File: config.mk
export PLATFORM = sky130hd
export DESIGN_NAME = pong_game_ctrl_flat
export DESIGN_NICKNAME = d
export VERILOG_FILES = /design/src/rtl/pong_game_ctrl_if.sv /design/src/rtl/pong_game_ctrl.sv /design/src/flat_wrapper.sv
export SDC_FILE = /design/constraint.sdc
export NUM_CORES = 1
export LEC_CHECK = 0
export CORE_MARGIN = 1
export CORE_UTILIZATION = 50
export DETAILED_ROUTE_END_ITERATION = 10
export PLACE_DENSITY = 0.78
export SLEW_MARGIN = 5
export SYNTH_ARGS = -nofsm -noshare
export SYNTH_HDL_FRONTEND = slang
export SYNTH_SLANG_ARGS = --single-unit
File: constraint.sdc
create_clock -name clk -period 1.8 [get_ports clk]
set_input_delay 0.36 -clock clk [delete_from_list [all_inputs] [get_ports clk]]
set_output_delay 0.36 -clock clk [all_outputs]
set_load 0.01 [all_outputs]
File: src/rtl/pong_game_ctrl_if.sv
`default_nettype none
// ============================================================================
// Module   : pong_game_ctrl_if
// Brief    : Ball/paddle positions in, ball controls and score board out.
//            The master side feeds positions, the slave is the game controller.
// Revision : 1.0  initial release
// ============================================================================
interface pong_game_ctrl_if;
  logic [9:0] HBall;
  logic [9:0] VBall;
  logic [9:0] P1_V;
  logic [9:0] P2_V;
  logic       Game_Start;
  logic [1:0] hit;
  logic [3:0] P1_score;
  logic [3:0] P2_score;
  logic [1:0] Winner;
  logic [2:0] state;

  modport master (
    output HBall, VBall, P1_V, P2_V,
    input  Game_Start, hit, P1_score, P2_score, Winner, state
  );

  modport slave (
    input  HBall, VBall, P1_V, P2_V,
    output Game_Start, hit, P1_score, P2_score, Winner, state
  );
endinterface
`default_nettype wire

File: src/rtl/pong_game_ctrl.sv
`default_nettype none
// ============================================================================
// Module   : pong_game_ctrl
// Brief    : Pong game sequencer. Drives the ball's Game_Start/hit controls,
//            detects wall/paddle bounces and misses, keeps scores, enforces
//            the serve delay and the end of the match.
// Revision : 1.0  initial release
// ============================================================================
module pong_game_ctrl #(
  parameter int ACTIVE_WIDTH  = 640,
  parameter int ACTIVE_HEIGHT = 480,
  parameter int BALL_WIDTH    = 20,
  parameter int BALL_HEIGHT   = 20,
  parameter int PADDLE_WIDTH  = 10,
  parameter int PADDLE_HEIGHT = 80,
  parameter int P1_X          = 20,
  parameter int P2_X          = 610,
  parameter int SERVE_DELAY   = 4_000_000,
  parameter int WIN_SCORE     = 7
) (
  input  logic            clk,
  input  logic            rst_n,
  input  logic            start_btn,
  pong_game_ctrl_if.slave bus
);

  localparam int CNT_W = (SERVE_DELAY > 1) ? $clog2(SERVE_DELAY) : 1;

  localparam logic [CNT_W-1:0] c_cnt_last  = CNT_W'(SERVE_DELAY - 1);
  localparam logic [10:0] c_ball_w     = 11'(BALL_WIDTH);
  localparam logic [10:0] c_ball_h     = 11'(BALL_HEIGHT);
  localparam logic [10:0] c_pad_h      = 11'(PADDLE_HEIGHT);
  localparam logic [10:0] c_p1_x       = 11'(P1_X);
  localparam logic [10:0] c_p2_x       = 11'(P2_X);
  localparam logic [10:0] c_p1_x_far   = 11'(P1_X + PADDLE_WIDTH);
  localparam logic [10:0] c_p2_x_far   = 11'(P2_X + PADDLE_WIDTH);
  localparam logic [10:0] c_right_lim  = 11'(ACTIVE_WIDTH - 1);
  localparam logic [10:0] c_bottom_lim = 11'(ACTIVE_HEIGHT - 1);
  localparam logic [3:0]  c_win        = 4'(WIN_SCORE);

  typedef enum logic [2:0] {
    S_IDLE  = 3'd0,
    S_SERVE = 3'd1,
    S_PLAY  = 3'd2,
    S_POINT = 3'd3,
    S_OVER  = 3'd4
  } state_t;

  state_t           r_state;
  state_t           w_state_nxt;
  logic             r_sync1;
  logic             r_sync2;
  logic             r_sync_d;
  logic             w_start_edge;
  logic [CNT_W-1:0] r_serve_cnt;
  logic [1:0]       r_hit;
  logic [3:0]       r_p1_score;
  logic [3:0]       r_p2_score;
  logic [1:0]       r_winner;
  logic             r_p1_scored;

  // Positions widened by one bit so extent sums cannot wrap.
  logic [10:0] w_hb, w_vb, w_p1v, w_p2v;
  logic        w_top, w_bottom, w_p1_ret, w_p2_ret, w_p1_miss, w_p2_miss;
  logic [3:0]  w_p1_inc, w_p2_inc, w_new_score;
  logic        w_win;

  assign w_hb  = {1'b0, bus.HBall};
  assign w_vb  = {1'b0, bus.VBall};
  assign w_p1v = {1'b0, bus.P1_V};
  assign w_p2v = {1'b0, bus.P2_V};

  assign w_start_edge = r_sync2 & ~r_sync_d;

  // Every rule is gated by the current direction so a parked ball does not re-fire.
  assign w_top     = (w_vb == 11'd0) && r_hit[0];
  assign w_bottom  = (w_vb + c_ball_h >= c_bottom_lim) && !r_hit[0];
  assign w_p1_ret  = !r_hit[1] && (w_hb <= c_p1_x_far) && (w_hb + c_ball_w >= c_p1_x) &&
                     (w_vb + c_ball_h >= w_p1v) && (w_vb <= w_p1v + c_pad_h);
  assign w_p2_ret  = r_hit[1] && (w_hb <= c_p2_x_far) && (w_hb + c_ball_w >= c_p2_x) &&
                     (w_vb + c_ball_h >= w_p2v) && (w_vb <= w_p2v + c_pad_h);
  assign w_p1_miss = (w_hb == 11'd0) && !r_hit[1];
  assign w_p2_miss = (w_hb + c_ball_w >= c_right_lim) && r_hit[1];

  // Scores stick at 15 rather than wrapping.
  assign w_p1_inc    = (r_p1_score == 4'hF) ? 4'hF : r_p1_score + 4'd1;
  assign w_p2_inc    = (r_p2_score == 4'hF) ? 4'hF : r_p2_score + 4'd1;
  assign w_new_score = r_p1_scored ? w_p1_inc : w_p2_inc;
  assign w_win       = (w_new_score == c_win);

  // Two-flop synchroniser plus a delay flop for rising-edge detection of the button.
  always_ff @(posedge clk or negedge rst_n) begin
    if (!rst_n) begin
      r_sync1  <= 1'b0;
      r_sync2  <= 1'b0;
      r_sync_d <= 1'b0;
    end else begin
      r_sync1  <= start_btn;
      r_sync2  <= r_sync1;
      r_sync_d <= r_sync2;
    end
  end

  // State register.
  always_ff @(posedge clk or negedge rst_n) begin
    if (!rst_n) r_state <= S_IDLE;
    else        r_state <= w_state_nxt;
  end

  // Next-state decode; button edges only matter in IDLE and OVER.
  always_comb begin
    w_state_nxt = r_state;
    case (r_state)
      S_IDLE:  if (w_start_edge) w_state_nxt = S_SERVE;
      S_SERVE: if (r_serve_cnt == c_cnt_last) w_state_nxt = S_PLAY;
      S_PLAY:  if (w_p1_miss || w_p2_miss) w_state_nxt = S_POINT;
      S_POINT: w_state_nxt = w_win ? S_OVER : S_SERVE;
      S_OVER:  if (w_start_edge) w_state_nxt = S_SERVE;
      default: w_state_nxt = S_IDLE;
    endcase
  end

  // Ball direction, serve counter, scores and winner.
  always_ff @(posedge clk or negedge rst_n) begin
    if (!rst_n) begin
      r_hit       <= 2'b10;
      r_p1_score  <= 4'd0;
      r_p2_score  <= 4'd0;
      r_winner    <= 2'b00;
      r_serve_cnt <= '0;
      r_p1_scored <= 1'b0;
    end else begin
      case (r_state)
        S_IDLE: begin
          if (w_start_edge) begin
            r_serve_cnt <= '0;
            r_hit       <= 2'b10;
          end
        end
        S_SERVE: begin
          r_serve_cnt <= (r_serve_cnt == c_cnt_last) ? '0 : r_serve_cnt + CNT_W'(1);
        end
        S_PLAY: begin
          // Walls act on the vertical bit independently of the horizontal outcome.
          if (w_top)         r_hit[0] <= 1'b0;
          else if (w_bottom) r_hit[0] <= 1'b1;
          if (w_p1_miss || w_p2_miss) begin
            r_p1_scored <= w_p2_miss;
          end else if (w_p1_ret) begin
            r_hit[1] <= 1'b1;
          end else if (w_p2_ret) begin
            r_hit[1] <= 1'b0;
          end
        end
        S_POINT: begin
          // Next serve heads toward whoever conceded.
          if (r_p1_scored) begin
            r_p1_score <= w_p1_inc;
            r_hit      <= 2'b10;
          end else begin
            r_p2_score <= w_p2_inc;
            r_hit      <= 2'b00;
          end
          if (w_win) r_winner <= r_p1_scored ? 2'b01 : 2'b10;
        end
        S_OVER: begin
          if (w_start_edge) begin
            r_p1_score  <= 4'd0;
            r_p2_score  <= 4'd0;
            r_winner    <= 2'b00;
            r_hit       <= 2'b10;
            r_serve_cnt <= '0;
          end
        end
        default: ;
      endcase
    end
  end

  assign bus.Game_Start = (r_state == S_PLAY);
  assign bus.hit        = r_hit;
  assign bus.P1_score   = r_p1_score;
  assign bus.P2_score   = r_p2_score;
  assign bus.Winner     = r_winner;
  assign bus.state      = r_state;

endmodule
`default_nettype wire

File: src/flat_wrapper.sv
// flat-port wrapper written by rule: the top's interface ports become plain ports
module pong_game_ctrl_flat 
#(
  parameter int ACTIVE_WIDTH  = 640,
  parameter int ACTIVE_HEIGHT = 480,
  parameter int BALL_WIDTH    = 20,
  parameter int BALL_HEIGHT   = 20,
  parameter int PADDLE_WIDTH  = 10,
  parameter int PADDLE_HEIGHT = 80,
  parameter int P1_X          = 20,
  parameter int P2_X          = 610,
  parameter int SERVE_DELAY   = 4_000_000,
  parameter int WIN_SCORE     = 7
)
  (clk, rst_n, start_btn, bus_HBall, bus_VBall, bus_P1_V, bus_P2_V, bus_Game_Start, bus_hit, bus_P1_score, bus_P2_score, bus_Winner, bus_state);
  pong_game_ctrl_if bus_i ();
  input  logic clk;
  input  logic rst_n;
  input  logic start_btn;
  input wire logic [$bits(bus_i.HBall)-1:0] bus_HBall;
  input wire logic [$bits(bus_i.VBall)-1:0] bus_VBall;
  input wire logic [$bits(bus_i.P1_V)-1:0] bus_P1_V;
  input wire logic [$bits(bus_i.P2_V)-1:0] bus_P2_V;
  output wire logic [$bits(bus_i.Game_Start)-1:0] bus_Game_Start;
  output wire logic [$bits(bus_i.hit)-1:0] bus_hit;
  output wire logic [$bits(bus_i.P1_score)-1:0] bus_P1_score;
  output wire logic [$bits(bus_i.P2_score)-1:0] bus_P2_score;
  output wire logic [$bits(bus_i.Winner)-1:0] bus_Winner;
  output wire logic [$bits(bus_i.state)-1:0] bus_state;
  assign bus_i.HBall = bus_HBall;
  assign bus_i.VBall = bus_VBall;
  assign bus_i.P1_V = bus_P1_V;
  assign bus_i.P2_V = bus_P2_V;
  assign bus_Game_Start = bus_i.Game_Start;
  assign bus_hit = bus_i.hit;
  assign bus_P1_score = bus_i.P1_score;
  assign bus_P2_score = bus_i.P2_score;
  assign bus_Winner = bus_i.Winner;
  assign bus_state = bus_i.state;
  pong_game_ctrl #(.ACTIVE_WIDTH(ACTIVE_WIDTH), .ACTIVE_HEIGHT(ACTIVE_HEIGHT), .BALL_WIDTH(BALL_WIDTH), .BALL_HEIGHT(BALL_HEIGHT), .PADDLE_WIDTH(PADDLE_WIDTH), .PADDLE_HEIGHT(PADDLE_HEIGHT), .P1_X(P1_X), .P2_X(P2_X), .SERVE_DELAY(SERVE_DELAY), .WIN_SCORE(WIN_SCORE)) u_core (.clk(clk), .rst_n(rst_n), .start_btn(start_btn), .bus(bus_i));
endmodule
==> summary.md, run 1 <==
| Metric | Value |
|---|---|
| Final setup TNS | -8.41 ns |
| Initial core utilization | 0.524 |
| Sequential area share after synthesis | 0.266 |
| Asr flop ratio synth | 1.00 |
| Slew Limit Fails | 0 |
| Die Wd | 89.9 um |
| # clock sinks | 41 |
| Cell Rows | 31 |
| Synth top area cells | dfrtp_1 (26%), ha_1 (15%), o21ai_0 (4.8%) |
| Post-synth top area cell | dfrtp_1 |
| Detailed placement HPWL | 8470 um |
| Top cells by count, synth | ha_1 (47), nand2_1 (41), dfrtp_1 (40), o21ai_0 (37), inv_1 (36) |
| Critical path type | input port to flop |
| First-pass GRT wire length | 21600 um |
| Htree depth | 2 |
| Gate Count Post-Synth | 474 |
| CTS Buf Count | 5 |
| Share of cells above drive strength 1 | 0.408 |
| Hold Crit Class | input port to async pin |
| Crit path max-delay cell type | ha_1 |
| Die area | 0.00808 mm2 |
| # IOs | 59 |
| Slew HR | 0.649 |
| Largest net degree at the start of global routing | 42 |
| EDFF count, synth | 0 |
| Synth Register Bits | 41 |
| Top-area cell type share of the netlist area | 0.259 |
| Critical path's largest stage delay | 0.33 ns |
| Gr usage total | 0.324 |
| Crit. End Element | flop |
| Ant diodes | 0 |
| Worst-case clock buffer depth | 2 |
| CTS tree | built |
| Fmax | 414 MHz |
| Lkg Pwr | 2.92 nW |
| Most frequent cell after synthesis | ha_1 |
| Fin crit period | 2.41 ns |
| GP Congestion | 0.871 |
| PwrDens | 428 mW/mm2 |
| Area occupied by registers | 0.00103 mm2 |
| Hold buffer count at CTS | 0 |
| Placed cells | 733 |
| Worst-path fanout max | 3 |
| Footprint of the multi-input gates | 0.00323 mm2 |
| Critical Path Most Common Cell | o211ai_1 |
| Status | finished, violations left |
| Hold Fails Final Rpt | 0 |
| ANT nets after route | 0 |
| Warnings, synthesis | 0 |
| DR vias | 4889 |
| Port bufs | 58 |
| Max rail drop VDD | 0.359 mV |
| DR pass1 iterations | 6 |
| Crit path DAT | 2.65 ns |
| Failing checks | negative setup slack |
| Synth Area per Inst | 8.15 um2 |
| Clock-pin slew on the worst setup and hold paths | 0.09 ns |
| Root Driver | clkbuf_8 |
| P&R area growth vs syn | 63.6% |
| Mapped Area | 0.00386 mm2 |
| Max cap viols | 0 |
| Core box area | 0.00737 mm2 |
| Fillers | 356 |
| Worst-Skew Late Latency | 0.30 ns |
| Final Skew | 0.0106 ns |
| Syn_nets | 564 |
| Via density | 6.42 |
| Netlist cell types | 62 |
| Critical-path cell list | buf_8 > ha_4 > o21ai_4 > xnor2_2 > ha_1 > a21o_1 > a211oi_2 > o211ai_1 > a311oi_2 > o221ai_2 > o211ai_1 > nand2_1 > mux2i_1 |
| Reg2Reg Capture Point | u_core.r_serve_cnt[14]$_DFFE_PN0P_ |
| Worst-margin pin slew | 0.522 ns |
| FF-to-FF Start | u_core.r_serve_cnt[1]$_DFFE_PN0P_ |
| DRC Markers | 0 |
| Finished Layout Cells | 761 |
| Critical Path RT | 2.04 ns |
| Hold_ws | 0.113 ns |
| Initial antenna violation count | 0 |
| Die height | 89.9 um |
| Setup WS post-layout | -0.613 ns |
| Final setup viols | 25 |
| Flop-to-flop setup slack | -0.45 ns |
| Nets@finish | 751 |
| Period utilization | 1.34 |
| Worst r2r path cells | 10 |
| Crit path launch type | input port |
| Setup repair after global routing missed its margin | true |
| GRT overflow | 0 |
| Most used flip-flop cell after synthesis | dfrtp_1 |
| DRT iter0 DRCs | 410 |
| Routed len/inst | 20.3 um |
| Tot Pwr | 2.70 mW |
| Post-Route WL | 15400 um |
| Vias in the first global route | 4738 |
[what timing repair did]
| action | in CTS | in global routing |
|---|---|---|
| endpoints found under the setup margin | 28 | 31 |
| gates resized for setup | 144 | 71 |
| pin swaps | 48 | 41 |
| setup buffers | 13 | 9 |
[registers in the layout, indices dropped and copies added, names as in the netlist]
| name | count |
|---|---|
| u_core.bus.P1_score | 4 |
| u_core.bus.P2_score | 4 |
| u_core.bus.Winner | 2 |
| u_core.bus.hit | 2 |
| u_core.bus.state | 3 |
| u_core.r_p1_scored | 1 |
| u_core.r_serve_cnt | 22 |
| u_core.r_sync1 | 1 |
| u_core.r_sync2 | 1 |
| u_core.r_sync_d | 1 |
[cells in the final DEF, fill, tap and decap left out, types with 8 or more instances in the layout]
| cell type | count |
|---|---|
| a21oi_1 | 25 |
| xor2_1 | 8 |
| nor2_1 | 20 |
| a21o_1 | 8 |
| inv_1 | 33 |
| dfrtp_1 | 39 |
| nand3_1 | 24 |
| dlygate4sd2_1 | 10 |
| o21ai_2 | 15 |
| buf_4 | 115 |
| ha_1 | 41 |
| nand4_1 | 8 |
| nand2_1 | 38 |
| o21ai_0 | 16 |
| buf_6 | 17 |
| nor2_2 | 9 |
| xnor2_1 | 8 |
| clkdlybuf4s50_1 | 29 |
| nand2b_1 | 9 |
| buf_2 | 9 |
[where the power goes]
group | internal, mW | switching, mW | total, mW
registers | 0.926 | 0.00436 | 0.930
clock network | 0.559 | 0.367 | 0.926
logic | 0.416 | 0.433 | 0.849
total | 1.90 | 0.804 | 2.70
[logic make-up after synthesis]
family,synth area share
fa+ha+maj,0.152
xor+xnor,0.0522
compound gates,0.217
buf+inv,0.0557
flops,0.266
simple gates,0.246
mux,0.0110
[critical path, delay by kind of cell]
family | cells | cell delay [ns]
AOI/OAI and AO/OA | 7 | 1.41
xor gates and xnor gates | 1 | 0.07
adders and majority gates | 2 | 0.49
buffers and inverters | 1 | 0.10
muxes | 1 | 0.13
and+or+nand+nor | 1 | 0.09
[routing by layer]
| layer | global-route usage | part of all wire | vias up |
|---|---|---|---|
| met5 | 0 | 0 | - |
| met4 | 0.177 | 0.070 | 0 |
| met3 | 0.0431 | 0.075 | 124 |
| met2 | 0.587 | 0.49 | 354 |
| met1 | 0.367 | 0.37 | 2296 |
| li1 | - | - | 2115 |
[worst max-delay path by stage]
| stage | end | startpoint | cells after the start | slack, ns |
|---|---|---|---|---|
| 2_1_floorplan | u_core.bus.hit[1]$_DFFE_PN1P_ | bus_P1_V[4] | 12 | -0.56 |
| 3_3_place_gp | u_core.bus.hit[1]$_DFFE_PN1P_ | bus_P2_V[4] | 13 | -1.19 |
| 3_5_place_dp | u_core.bus.hit[1]$_DFFE_PN1P_ | bus_P1_V[4] | 13 | -1.29 |
| 4_1_cts | u_core.bus.hit[1]$_DFFE_PN1P_ | bus_P1_V[5] | 13 | -0.53 |
| 5_1_grt | u_core.bus.hit[1]$_DFFE_PN1P_ | bus_P1_V[5] | 13 | -0.77 |
| 6_report | u_core.bus.hit[1]$_DFFE_PN1P_ | bus_P1_V[5] | 13 | -0.61 |
[stage by stage]
stage	instance area [um2]	utilization	worst slack [ns]
after global routing	6320	0.858	-0.772
after global placement	5460	0.741	-1.19
final	6320	0.858	-0.613
after detailed placement	5460	0.741	-1.29
after floorplan	3970	-	-0.558
after CTS	6030	0.818	-0.533
[cell type report]
class,count,area share
timing repair buffer,194,0.263
clock buffer,5,0.0109
multi-input combinational,383,0.512
clock inverter,3,0.0109
inverter,36,0.0214
sequential,41,0.163
tap,99,0.0196
(Power assumes the default switching activity.)
==> run 2: changes to the inputs <==
--- a/config.mk
+++ b/config.mk
@@ -5,11 +5,12 @@
 export SDC_FILE = /design/constraint.sdc
 export NUM_CORES = 1
 export LEC_CHECK = 0
+export ABC_CLOCK_PERIOD_IN_PS = 1800
 export CORE_MARGIN = 1
 export CORE_UTILIZATION = 50
 export DETAILED_ROUTE_END_ITERATION = 10
 export PLACE_DENSITY = 0.78
-export SLEW_MARGIN = 5
+export SLEW_MARGIN = 15
 export SYNTH_ARGS = -nofsm -noshare
 export SYNTH_HDL_FRONTEND = slang
 export SYNTH_SLANG_ARGS = --single-unit
==> results of run 2 <==
No change in the layout: final DEF, timing and power equal those of run 1.
==> run 3: changes to the inputs <==
--- a/config.mk
+++ b/config.mk
@@ -5,11 +5,11 @@
 export SDC_FILE = /design/constraint.sdc
 export NUM_CORES = 1
 export LEC_CHECK = 0
-export ABC_CLOCK_PERIOD_IN_PS = 1800
 export CORE_MARGIN = 1
 export CORE_UTILIZATION = 50
 export DETAILED_ROUTE_END_ITERATION = 10
 export PLACE_DENSITY = 0.78
+export REMOVE_ABC_BUFFERS = 1
 export SLEW_MARGIN = 15
 export SYNTH_ARGS = -nofsm -noshare
 export SYNTH_HDL_FRONTEND = slang
==> summary.md, run 3 (synthesis gave the netlist of run 1 again) <==
| Metric | Value |
|---|---|
| Share of cells above drive strength 1 | 0.429 (was 0.408) |
| Period utilization | 1.49 (was 1.34) |
| Max reg flops | 22 (unchanged) |
| Fmax | 373 MHz (was 414 MHz) |
| Slew HR | 0.606 (was 0.649) |
| Status | finished, violations left (unchanged) |
| Setup WS post-layout | -0.880 ns (was -0.613 ns) |
| PwrDens | 445 mW/mm2 (was 428 mW/mm2) |
| DRC Markers | 0 (unchanged) |
| Critical Path Most Common Cell | a211oi_2 (was o211ai_1) |
| Htree depth | 2 (unchanged) |
| Die Wd | 89.9 um (unchanged) |
| CTS tree | built (unchanged) |
| Clock share of power | 0.327 (was 0.342) |
| Failing checks | negative setup slack (unchanged) |
| ANT nets after route | 0 (unchanged) |
| DRT iter0 DRCs | 508 (was 410) |
| DR vias | 5256 (was 4889) |
| Worst-case clock buffer depth | 2 (unchanged) |
| Worst-margin pin slew | 0.591 ns (was 0.522 ns) |
| Critical path's largest stage delay | 0.52 ns (was 0.33 ns) |
| P&R area growth vs syn | 65.8% (was 63.6%) |
| GRT overflow | 0 (unchanged) |
| Crit path launch type | input port (unchanged) |
| Final setup TNS | -11.06 ns (was -8.41 ns) |
| Crit path DAT | 2.93 ns (was 2.65 ns) |
| Initial core utilization | 0.524 (unchanged) |
| Most frequent cells in the layout | buf_4 (123), dfrtp_1 (39), nand2_1 (36) (was buf_4 (115), ha_1 (41), dfrtp_1 (39)) |
| Root Driver | clkbuf_8 (unchanged) |
| Die height | 89.9 um (unchanged) |
| Critical-path cell list | clkdlybuf4s50_1 > nand2_1 > nor2_1 > xnor2_1 > ha_1 > and2_1 > a211oi_2 > a211oi_2 > o2111ai_2 > a21oi_2 > o22ai_2 > mux2i_1 (was buf_8 > ha_4 > o21ai_4 > xnor2_2 > ha_1 > a21o_1 > a211oi_2 > o211ai_1 > a311oi_2 > o221ai_2 > o211ai_1 > nand2_1 > mux2i_1) |
| Core box area | 0.00737 mm2 (unchanged) |
| Final setup viols | 28 (was 25) |
| Die area | 0.00808 mm2 (unchanged) |
| Hold buffer count at CTS | 0 (unchanged) |
| Final core occ | 0.869 (was 0.858) |
| Fillers | 319 (was 356) |
| Via density | 6.87 (was 6.42) |
| Hold Fails Final Rpt | 0 (unchanged) |
| Met2 Usage GRT | 0.658 (was 0.587) |
| Critical path type | input port to flop (unchanged) |
| Power share of the combinational group | 0.347 (was 0.314) |
| Largest Register | u_core.r_serve_cnt (unchanged) |
| Critical Path RT | 2.05 ns (was 2.04 ns) |
| Largest net degree at the start of global routing | 23 (was 42) |
| Worst-path fanout max | 2 (was 3) |
| Pre-CTS setup slack | -1.40 ns (was -1.29 ns) |
| Initial antenna violation count | 0 (unchanged) |
| Max cap viols | 0 (unchanged) |
| # IOs | 59 (unchanged) |
| CTS Buf Count | 5 (unchanged) |
| Final Skew | 0.0127 ns (was 0.0106 ns) |
| M3 GR Usage | 0.0846 (was 0.0431) |
| Tot Pwr | 2.85 mW (was 2.70 mW) |
| Routed len/inst | 24.0 um (was 20.3 um) |
| Port bufs | 58 (unchanged) |
| Cell Rows | 31 (unchanged) |
| Lkg Pwr | 2.88 nW (was 2.92 nW) |
| Crit. End Element | flop (unchanged) |
| GRT met1 Usage | 0.401 (was 0.367) |
| Fin crit period | 2.68 ns (was 2.41 ns) |
| Worst-Skew Late Latency | 0.31 ns (was 0.30 ns) |
| P_sw | 907 uW (was 804 uW) |
| Crit path max-delay cell type | a211oi_2 (was ha_1) |
| Slew Limit Fails | 0 (unchanged) |
| Gr usage total | 0.381 (was 0.324) |
| Max rail drop VDD | 0.306 mV (was 0.359 mV) |
| Flop pwr share | 0.327 (was 0.344) |
| Setup repair after global routing missed its margin | true (unchanged) |
| Vias in the first global route | 5123 (was 4738) |
| Hold_ws | 0.0405 ns (was 0.113 ns) |
| Busiest grt layer | met2 (unchanged) |
| Switching power share of the total | 0.318 (was 0.297) |
| Internal | 1.94 mW (was 1.90 mW) |
| Detailed placement HPWL | 8820 um (was 8470 um) |
| Post-Route WL | 18400 um (was 15400 um) |
| Clock-pin slew on the worst setup and hold paths | 0.10 ns (was 0.09 ns) |
| Hold Crit Class | input port to async pin (unchanged) |
| GP Congestion | 0.847 (was 0.871) |
| Most common cell after layout, fill and taps aside | buf_4 (unchanged) |
| Flop-to-flop setup slack | -0.51 ns (was -0.45 ns) |
| DR pass1 iterations | 6 (unchanged) |
| Nets@finish | 755 (was 751) |
| First-pass GRT wire length | 24600 um (was 21600 um) |
| # clock sinks | 41 (unchanged) |
| Ant diodes | 0 (unchanged) |
## run 3: repair_timing
| item | in CTS | in global routing |
|---|---|---|
| pin swaps | 56 | 31 |
| gates resized for setup | 171 | 75 |
| setup buffers | 12 | 11 |
| endpoints found under the setup margin | 29 | 36 |
| gates cloned | 1 | 0 |
## run 3: critical path, delay by kind of cell
kind	cells	cell delay (ns)
mux	1	0.20
compound gates	5	0.98
fa+ha+maj	1	0.31
simple gates	3	0.42
xor+xnor	1	0.16
buf+inv	1	0.50
## run 3: routing by layer
metal | wire (um) | vias to the layer above | share of wire
li1 | - | 2122 | -
met1 | 6050 | 2422 | 0.33
met2 | 8450 | 504 | 0.46
met3 | 1990 | 208 | 0.11
met4 | 1890 | 0 | 0.10
met5 | 0 | - | 0
## run 3: final timing paths
path	startpoint	end	cells after the start
min	rst_n	u_core.r_serve_cnt[2]$_DFFE_PN0P_	1
max in group asynchronous	rst_n	u_core.bus.P1_score[1]$_DFFE_PN0P_	2
max reg2reg	u_core.r_serve_cnt[0]$_DFFE_PN0P_	u_core.r_serve_cnt[7]$_DFFE_PN0P_	10
min reg2reg	u_core.r_sync1$_DFF_PN0_	u_core.r_sync2$_DFF_PN0_	0
max	bus_P2_V[8]	u_core.bus.hit[1]$_DFFE_PN1P_	12
min in group clk	u_core.r_sync1$_DFF_PN0_	u_core.r_sync2$_DFF_PN0_	0
## run 3: through the flow
stage	instance area, um2	std cells
after floorplan	3780	460
after global placement	5410	736
after detailed placement	5410	736
after CTS	6030	757
after global routing	6400	765
final	6400	765
## run 3: cell type report
type                            instances  area, um2  area share
Inverter                               36        139      0.0217
Clock inverter                          3       68.8      0.0107
Clock buffer                            5       68.8      0.0107
Multi-Input combinational cell        383       3280       0.513
Sequential cell                        41       1030       0.161
Tap cell                               99        124      0.0193
Timing Repair Buffer                  198       1690       0.264
## run 3: power by group through the flow
| stage | sequential, mW | combinational (mW) | clock [mW] |
|---|---|---|---|
| 3_3_place_gp | 0.948 | 0.676 | 0 |
| 2_1_floorplan | 0.947 | 0.316 | 0 |
| 5_1_grt | 0.931 | 1.03 | 0.960 |
| 6_report | 0.931 | 0.987 | 0.930 |
| 3_5_place_dp | 0.948 | 0.712 | 0 |
| 4_1_cts | 0.930 | 0.791 | 0.907 |
